==> src/rtl/gin_bus_buffered.sv <==
// Buffered GIN row bus: queues tagged values and multicasts each head entry to every
// master whose scan-loaded ID matches, retiring it once all targets have handshaken.
module gin_bus_buffered #(
    parameter int unsigned MASTER_NUMS = 14,
    parameter int unsigned ID_LEN      = 5,
    parameter int unsigned VALUE_LEN   = 32,
    parameter int unsigned FIFO_DEPTH  = 4,
    parameter bit          BCAST_EN    = 1'b1,
    localparam int unsigned CW         = $clog2(FIFO_DEPTH + 1)
) (
    input  logic                          clk,
    input  logic                          rst,
    input  logic [VALUE_LEN+ID_LEN:0]     enable_tag_value,
    output logic                          ready,
    input  logic [MASTER_NUMS-1:0]        master_ready,
    output logic [MASTER_NUMS-1:0]        master_valid,
    output logic [VALUE_LEN-1:0]          master_value,
    input  logic                          set_id,
    input  logic [ID_LEN-1:0]             id_scan_in,
    output logic [ID_LEN-1:0]             id_scan_out,
    output logic [CW-1:0]                 fifo_count,
    output logic                          unmatched,
    output logic                          busy
);

    localparam int unsigned PW = $clog2(FIFO_DEPTH);
    localparam logic [CW-1:0] DepthC = CW'(FIFO_DEPTH);

    localparam logic [0:0] IDLE = 1'b0;
    localparam logic [0:0] SEND = 1'b1;

    logic [ID_LEN-1:0]    id_q      [MASTER_NUMS];
    logic [ID_LEN-1:0]    tag_mem_q [FIFO_DEPTH];
    logic [VALUE_LEN-1:0] val_mem_q [FIFO_DEPTH];
    logic [PW-1:0]        wptr_q, rptr_q;
    logic [CW-1:0]        count_q, count_d;
    logic [0:0]           state_q, state_d;
    logic [MASTER_NUMS-1:0] pending_q, pending_d;
    logic                 unmatched_q, unmatched_d;

    logic                 in_en;
    logic [ID_LEN-1:0]    in_tag;
    logic [VALUE_LEN-1:0] in_value;
    logic [ID_LEN-1:0]    head_tag;
    logic                 head_bcast;
    logic [MASTER_NUMS-1:0] mask;
    logic [MASTER_NUMS-1:0] remaining;
    logic                 fifo_empty;
    logic                 push, pop;

    assign in_en    = enable_tag_value[VALUE_LEN+ID_LEN];
    assign in_tag   = enable_tag_value[VALUE_LEN+ID_LEN-1:VALUE_LEN];
    assign in_value = enable_tag_value[VALUE_LEN-1:0];

    assign fifo_empty = (count_q == '0);
    assign ready      = (count_q < DepthC) && !set_id;
    assign push       = in_en && ready;

    assign head_tag   = tag_mem_q[rptr_q];
    assign head_bcast = BCAST_EN && (head_tag == {ID_LEN{1'b1}});

    always_comb begin
        mask = '0;
        for (int i = 0; i < MASTER_NUMS; i++) begin
            mask[i] = (id_q[i] == head_tag) | head_bcast;
        end
    end

    assign remaining = pending_q & ~master_ready;

    always_comb begin
        state_d     = state_q;
        pending_d   = pending_q;
        unmatched_d = 1'b0;
        pop         = 1'b0;
        case (state_q)
            IDLE: begin
                if (!fifo_empty && !set_id) begin
                    if (mask != '0) begin
                        pending_d = mask;
                        state_d   = SEND;
                    end else begin
                        pop         = 1'b1;
                        unmatched_d = 1'b1;
                    end
                end
            end
            SEND: begin
                pending_d = remaining;
                if (remaining == '0) begin
                    pop     = 1'b1;
                    state_d = IDLE;
                end
            end
            default: state_d = IDLE;
        endcase
    end

    always_comb begin
        count_d = count_q;
        case ({push, pop})
            2'b10:   count_d = count_q + CW'(1);
            2'b01:   count_d = count_q - CW'(1);
            default: count_d = count_q;
        endcase
    end

    always_ff @(posedge clk or negedge rst) begin
        if (!rst) begin
            for (int i = 0; i < MASTER_NUMS; i++) begin
                id_q[i] <= '0;
            end
        end else if (set_id) begin
            id_q[0] <= id_scan_in;
            for (int i = 1; i < MASTER_NUMS; i++) begin
                id_q[i] <= id_q[i-1];
            end
        end
    end

    // Storage is reset so master_value never shows X before the first entry.
    always_ff @(posedge clk or negedge rst) begin
        if (!rst) begin
            for (int i = 0; i < FIFO_DEPTH; i++) begin
                tag_mem_q[i] <= '0;
                val_mem_q[i] <= '0;
            end
        end else if (push) begin
            tag_mem_q[wptr_q] <= in_tag;
            val_mem_q[wptr_q] <= in_value;
        end
    end

    always_ff @(posedge clk or negedge rst) begin
        if (!rst) begin
            wptr_q      <= '0;
            rptr_q      <= '0;
            count_q     <= '0;
            state_q     <= IDLE;
            pending_q   <= '0;
            unmatched_q <= 1'b0;
        end else begin
            if (push) begin
                wptr_q <= wptr_q + PW'(1);
            end
            if (pop) begin
                rptr_q <= rptr_q + PW'(1);
            end
            count_q     <= count_d;
            state_q     <= state_d;
            pending_q   <= pending_d;
            unmatched_q <= unmatched_d;
        end
    end

    assign master_valid = (state_q == SEND) ? pending_q : '0;
    assign master_value = val_mem_q[rptr_q];
    assign id_scan_out  = id_q[MASTER_NUMS-1];
    assign fifo_count   = count_q;
    assign unmatched    = unmatched_q;
    assign busy         = !fifo_empty || (state_q == SEND);

endmodule

==> config.mk <==
export PLATFORM = sky130hd
export DESIGN_NAME = gin_bus_buffered
export DESIGN_NICKNAME = d
export VERILOG_FILES = /design/src/rtl/gin_bus_buffered.sv
export SDC_FILE = /design/constraint.sdc
export NUM_CORES = 1
export LEC_CHECK = 0
export CAP_MARGIN = 20
export CORE_AREA = 2 2 217 219
export DETAILED_ROUTE_END_ITERATION = 10
export DIE_AREA = 0 0 219 221
export GPL_TIMING_DRIVEN = 0
export PLACE_DENSITY = 0.44
export SYNTH_ARGS = -nofsm -noshare
export SYNTH_HDL_FRONTEND = slang
export SYNTH_SLANG_ARGS = --single-unit
==> constraint.sdc <==
create_clock -name clk -period 5.19 [get_ports clk]
set_clock_uncertainty 0.2 [all_clocks]
set_input_delay 1.2975 -clock clk [delete_from_list [all_inputs] [get_ports clk]]
set_output_delay 1.2975 -clock clk [all_outputs]
set_load 0.05 [all_outputs]
## Word-level counts from Yosys, hierarchy flattened

Cells that the tools add are included.

| cells by class | value |
|---|---|
| multiplexer cells | 26 |
| reductions and logical operators | 12 |
| equality and inequality tests | 19 |
| $add $sub $neg | 4 |
| $lt $le $gt $ge | 4 |
| bitwise operators | 19 |

Operator list:

| operator | number |
|---|---|
| $bwmux 128 | 1 |
| $mux 32 | 3 |
| $eq 5x5->1 | 14 |
| $bmux 32 s2 | 1 |
| $demux 32 s2 | 1 |
| $mux 14 | 3 |
| $pmux 14 s2 | 1 |
| $bwmux 20 | 1 |
| $mux 5 | 3 |
| $and 14x14->14 | 1 |
| $logic_not 14->1 | 1 |
| $not 14->14 | 1 |
| $or 1x1->1 | 14 |
| $reduce_bool 14->1 | 1 |
| $bmux 5 s2 | 1 |
| $demux 5 s2 | 1 |
| $mux 1 | 7 |
| $ge 3x3->1 const B | 2 |
| $not 2->3 | 2 |
| $pmux 3 s2 | 1 |
| $eq 5x5->1 const B | 1 |
| $add 2x1->2 const B | 2 |
| $logic_and 1x1->1 | 4 |
| $ne 2x2->1 const B | 2 |
| 13 further kinds | 15 |

| storage, ports and cells | value |
|---|---|
| register bits | 241 |
| input bits | 60 |
| output and inout port bits | 57 |

## Longest topological paths before layout

| logic depth | value |
|---|---|
| depth in word-level cells | 12 |
| depth in mapped cells | 16 |
| mapped depth without buffers | 13 |

## Worst setup path after synthesis

Ideal clock, no wire load.

| path | value |
|---|---|
| kind | input port to flip-flop |
| start point | in set_id |
| end point | reg tag_mem_q[15] in the netlist's numbering |
| stages on the path | 6 |
| path slack | 1327 ps |
| arrival time | 3539 ps |
| library setup time | 125 ps |
| cells stage by stage | clkbuf_1 nor2_1 and3_1 clkbuf_1 clkbuf_1 mux2_2 |

| on the way | value |
|---|---|
| word-level cells in the longest chain between the ends | 3 |

RTL lines:

| element | line | text |
|---|---|---|
| start: declaration | 18 | `input logic set_id,` |
| $logic_not 1->1 | 56 | `assign ready = (count_q < DepthC) && !set_id;` |
| $logic_and 1x1->1 | 56 |  |
| named net ready | 14 | `output logic ready,` |
| $logic_and 1x1->1 | 57 | `assign push = in_en && ready;` |
| end signal: indexed assignment | 129 | `tag_mem_q[wptr_q] <= in_tag;` |
| end: declaration | 33 | `logic [ID_LEN-1:0] tag_mem_q [FIFO_DEPTH];` |

The timed path passes the listed nets, and every way through them passes these cells.
A chain may end at the register's enable or synchronous reset.

## Worst setup path in the final report

| path | value |
|---|---|
| start point | reg rptr_q[1] |
| end point | out master_value[10] |

| on the way | value |
|---|---|
| word-level cells in the longest chain between the ends | 4 |

RTL lines:

| element | line | text |
|---|---|---|
| start: declaration | 35 | `logic [PW-1:0] wptr_q, rptr_q;` |
| start signal: assignment | 147 | `rptr_q <= rptr_q + PW'(1);` |
| $not 2->3 (implied by the code) | 157 | `assign master_value = val_mem_q[rptr_q];` |
| $bmux 32 s2 | 157 |  |
| $mux 32 (implied by the code) (2 in series) | 157 |  |
| end: declaration | 17 | `output logic [VALUE_LEN-1:0] master_value,` |

No other way between the ends. The select of a mux whose other input is x is not followed.

==> summary.md <==
| Metric | Value |
|---|---|
| Outcome | `finished clean` |
| Worst-skew pair later-pin latency | `around 0.56 ns` |
| Die X | `approximately 220 um` |
| Worst path slowest cell | `clkdlybuf4s50_1` |
| Crit path time final | `4.765 ns` |
| Hold buffers post-CTS | `0` |
| Num CTS Buffers | `29` |
| Bufs on Longest Clock Path | `3` |
| Critical path type | `reg2out` |
| Mean Syn Cell Area | `roughly 15 sq um` |
| # Post-CTS Setup Buffers | `0` |
| Upper clock frequency limit | `0.2099 GHz` |
| Initial antenna violation count | `2` |
| Max_slew headroom | `0.3454` |
| Most frequent cell after synthesis | `dfrtp_1` |
| Num rows | `79` |
| Core Area | `46,060 sq um` |
| Clk slew on worst S/H paths | `approximately 0.06 ns` |
| Critical Path RT | `between 3 and 4 ns` |
| Total Power | `about 0.011 W` |
| Max-cap violations | `0` |
| Clk sinks | `around 240` |
| Setup violations, final | `0` |
| Root buffer cell | `clkbuf_16` |
| CTS tree | `yes` |
| Die height | `approximately 220 um` |
| Count of input and output buffers | `around 120` |
| DP HPWL | `approximately 19,000 um` |
| Die area | `between 40,000 and 50,000 sq um` |
| Wire per inst | `~18 um` |
| Final WL | `~28,000 um` |
| Final worst slack | `0.4254 ns` |
| Dpl cells | `approximately 1,500` |
| Synth warnings | `0` |
| First-pass GRT wire length | `approximately 45,000 um` |
| # DRC | `0` |
| Initial Util | `0.2463` |
| Grt ovf | `0` |
| Antenna diodes | `0` |
| Share of cells above drive strength 1 | `0.3548` |
| H-Tree Depth | `1` |
| Post-CTS sizing | `0` |
| Area grow syn2layout | `25.53%` |
| CP peak stage delay | `around 0.87 ns` |
| Worst-margin pin slew | `0.9819 ns` |
| Post-Syn Nets | `~850` |
| Number of synthesized flops with an enable pin | `0` |
| Number of max-slew violations in the final report | `0` |
| Period utilization | `0.9180` |
| WHS | `0.2992 ns` |
| Fin. Hold Viols | `0` |
| Total global routing track utilization | `0.1193` |
| WP data arrival | `roughly 3.3 ns` |
| Post-route ant nets | `0` |
| CP Max Fanout | `10` |
| Routed vias/inst | `approximately 4.3` |
| Largest net degree at the start of global routing | `around 110` |
| Startpoint types | `flip-flop` |
| Top cells by area, synth | `dfrtp_1 (53%), mux2_2 (22%), mux4_2 (7.3%)` |
| Crit end category | `primary output` |
| Detailed Routing Iterations Pass 1 | `4` |
| Fill cells | `about 4,700` |
| Top_reg_cell synth | `dfrtp_1` |
| Area share of the largest cell type after synthesis | `0.5317` |
| CP cell instances | `buf_2, clkbuf_1, mux4_2, clkdlybuf4s50_1` |
| Initial DRC count | `179` |
| Vias in the first global route | `between 7,000 and 8,000` |
| IO Pins | `about 120` |
| Peak VDD IR | `~0.00037 V` |
| Cell Pwr Density | `between 700 and 800 nW/um^2` |
| Setup TNS | `0 ns` |
| Final nets | `about 1,000` |
| Sequential area share after synthesis | `0.5317` |
| Leakage power | `~5.7 nW` |
| Gate Count Post-Synth | `~780` |
| Dpl ws | `0.4741 ns` |
| Synth async-reset ratio | `1.000` |
| Commonest cells in the synthesized netlist | `dfrtp_1 (241), mux2_2 (218), xnor2_1 (45)` |
| Unrepaired setup endpoints after global routing | `false` |
| DR vias | `about 6,800` |
| Netlist cell types | `40` |
| Worst Hold Class | `reg2reg` |
| Synthesized flop and latch total | `between 200 and 250` |
| Final cell count without fillers | `~1,600` |
| Post-synthesis cell area | `about 11,000 sq um` |
| Routability Congestion | `0.7352` |
| Leading area contributor after synthesis | `dfrtp_1` |
==> metrics by stage <==
step           instance area [sq um]  utilization
2_1_floorplan                  11340            -
3_3_place_gp                   13250       0.2877
3_5_place_dp                   13310       0.2890
4_1_cts                        14220       0.3088
5_1_grt                        14240       0.3091
6_report                       14240       0.3091
==> routing by layer <==
layer | routed length, um | GRT usage
met3 | 1787 | 0.03464
met2 | 12980 | 0.1862
met5 | 13 | 0
met1 | 12920 | 0.1624
met4 | 669 | 0.02921
==> path summary, 6_finish.rpt <==
path / start / endpoint / slack (ns) / cells after the start
max: rptr_q[1] / master_value[10] / 0.43 / 4
min: val_mem_q[37] / val_mem_q[37] / 0.30 / 1
max reg2reg: rptr_q[1] / fifo_count[2] / 0.98 / 15
min reg2reg: val_mem_q[37] / val_mem_q[37] / 0.30 / 1
max in group asynchronous: rst / val_mem_q[82] / 3.45 / 2
min in group asynchronous: rst / id_q[68] / 0.42 / 1
==> worst max-delay path, delay by kind of cell, from the launching register on <==
kind	cells	cell delay, ns
mux	1	0.35
buf+inv	3	1.87
flops	1	0.48
==> state kept, by name, indices dropped and copies added (netlist names) <==
signal / count
val_mem_q: 128
id_q: 65
tag_mem_q: 20
pending_q: 14
id_scan_out: 5
fifo_count: 3
rptr_q: 2
wptr_q: 2
state_q: 1
unmatched: 1
==> cells by family after synthesis <==
| logic type | share of synthesized area |
|---|---|
| muxes | 0.2916 |
| and+or+nand+nor | 0.04975 |
| DFF | 0.5317 |
| buffers and inverters | 0.03265 |
| adders and majority gates | 0.007280 |
| AOI/OAI and AO/OA | 0.02912 |
| xor gates and xnor gates | 0.05791 |
==> layout make-up <==
| type | count | area [sq um] | area share |
|---|---|---|---|
| sequential | 241 | 6031 | 0.4235 |
| multi-input combinational | 471 | 4942 | 0.3471 |
| timing repair buffer | 118 | 1226 | 0.08611 |
| clock buffer | 44 | 862.1 | 0.06054 |
| tap | 607 | 759.5 | 0.05333 |
| buffer | 57 | 325.3 | 0.02285 |
| clock inverter | 4 | 48.80 | 0.003427 |
| inverter | 12 | 45.04 | 0.003163 |
==> cells in the final DEF (no fill, tap or decap), types with 15 or more instances in the layout <==
cell type and n:
nand2b_1 19, nor3_1 17, xor2_1 30, clkbuf_16 29
mux2_2 218, xnor2_1 45, clkdlybuf4s50_1 114, clkbuf_1 40
and2_1 15, mux4_2 37, dfrtp_1 241
==> power breakdown <==
group	internal, W	switching [W]	total [W]	leakage [nW]
clock	0.00118	0.000800	0.00198	0.450
sequential	0.00272	0.000516	0.00324	2.94
combinational	0.00248	0.00289	0.00537	2.34
No activity file was read; power rests on OpenSTA's default activity.
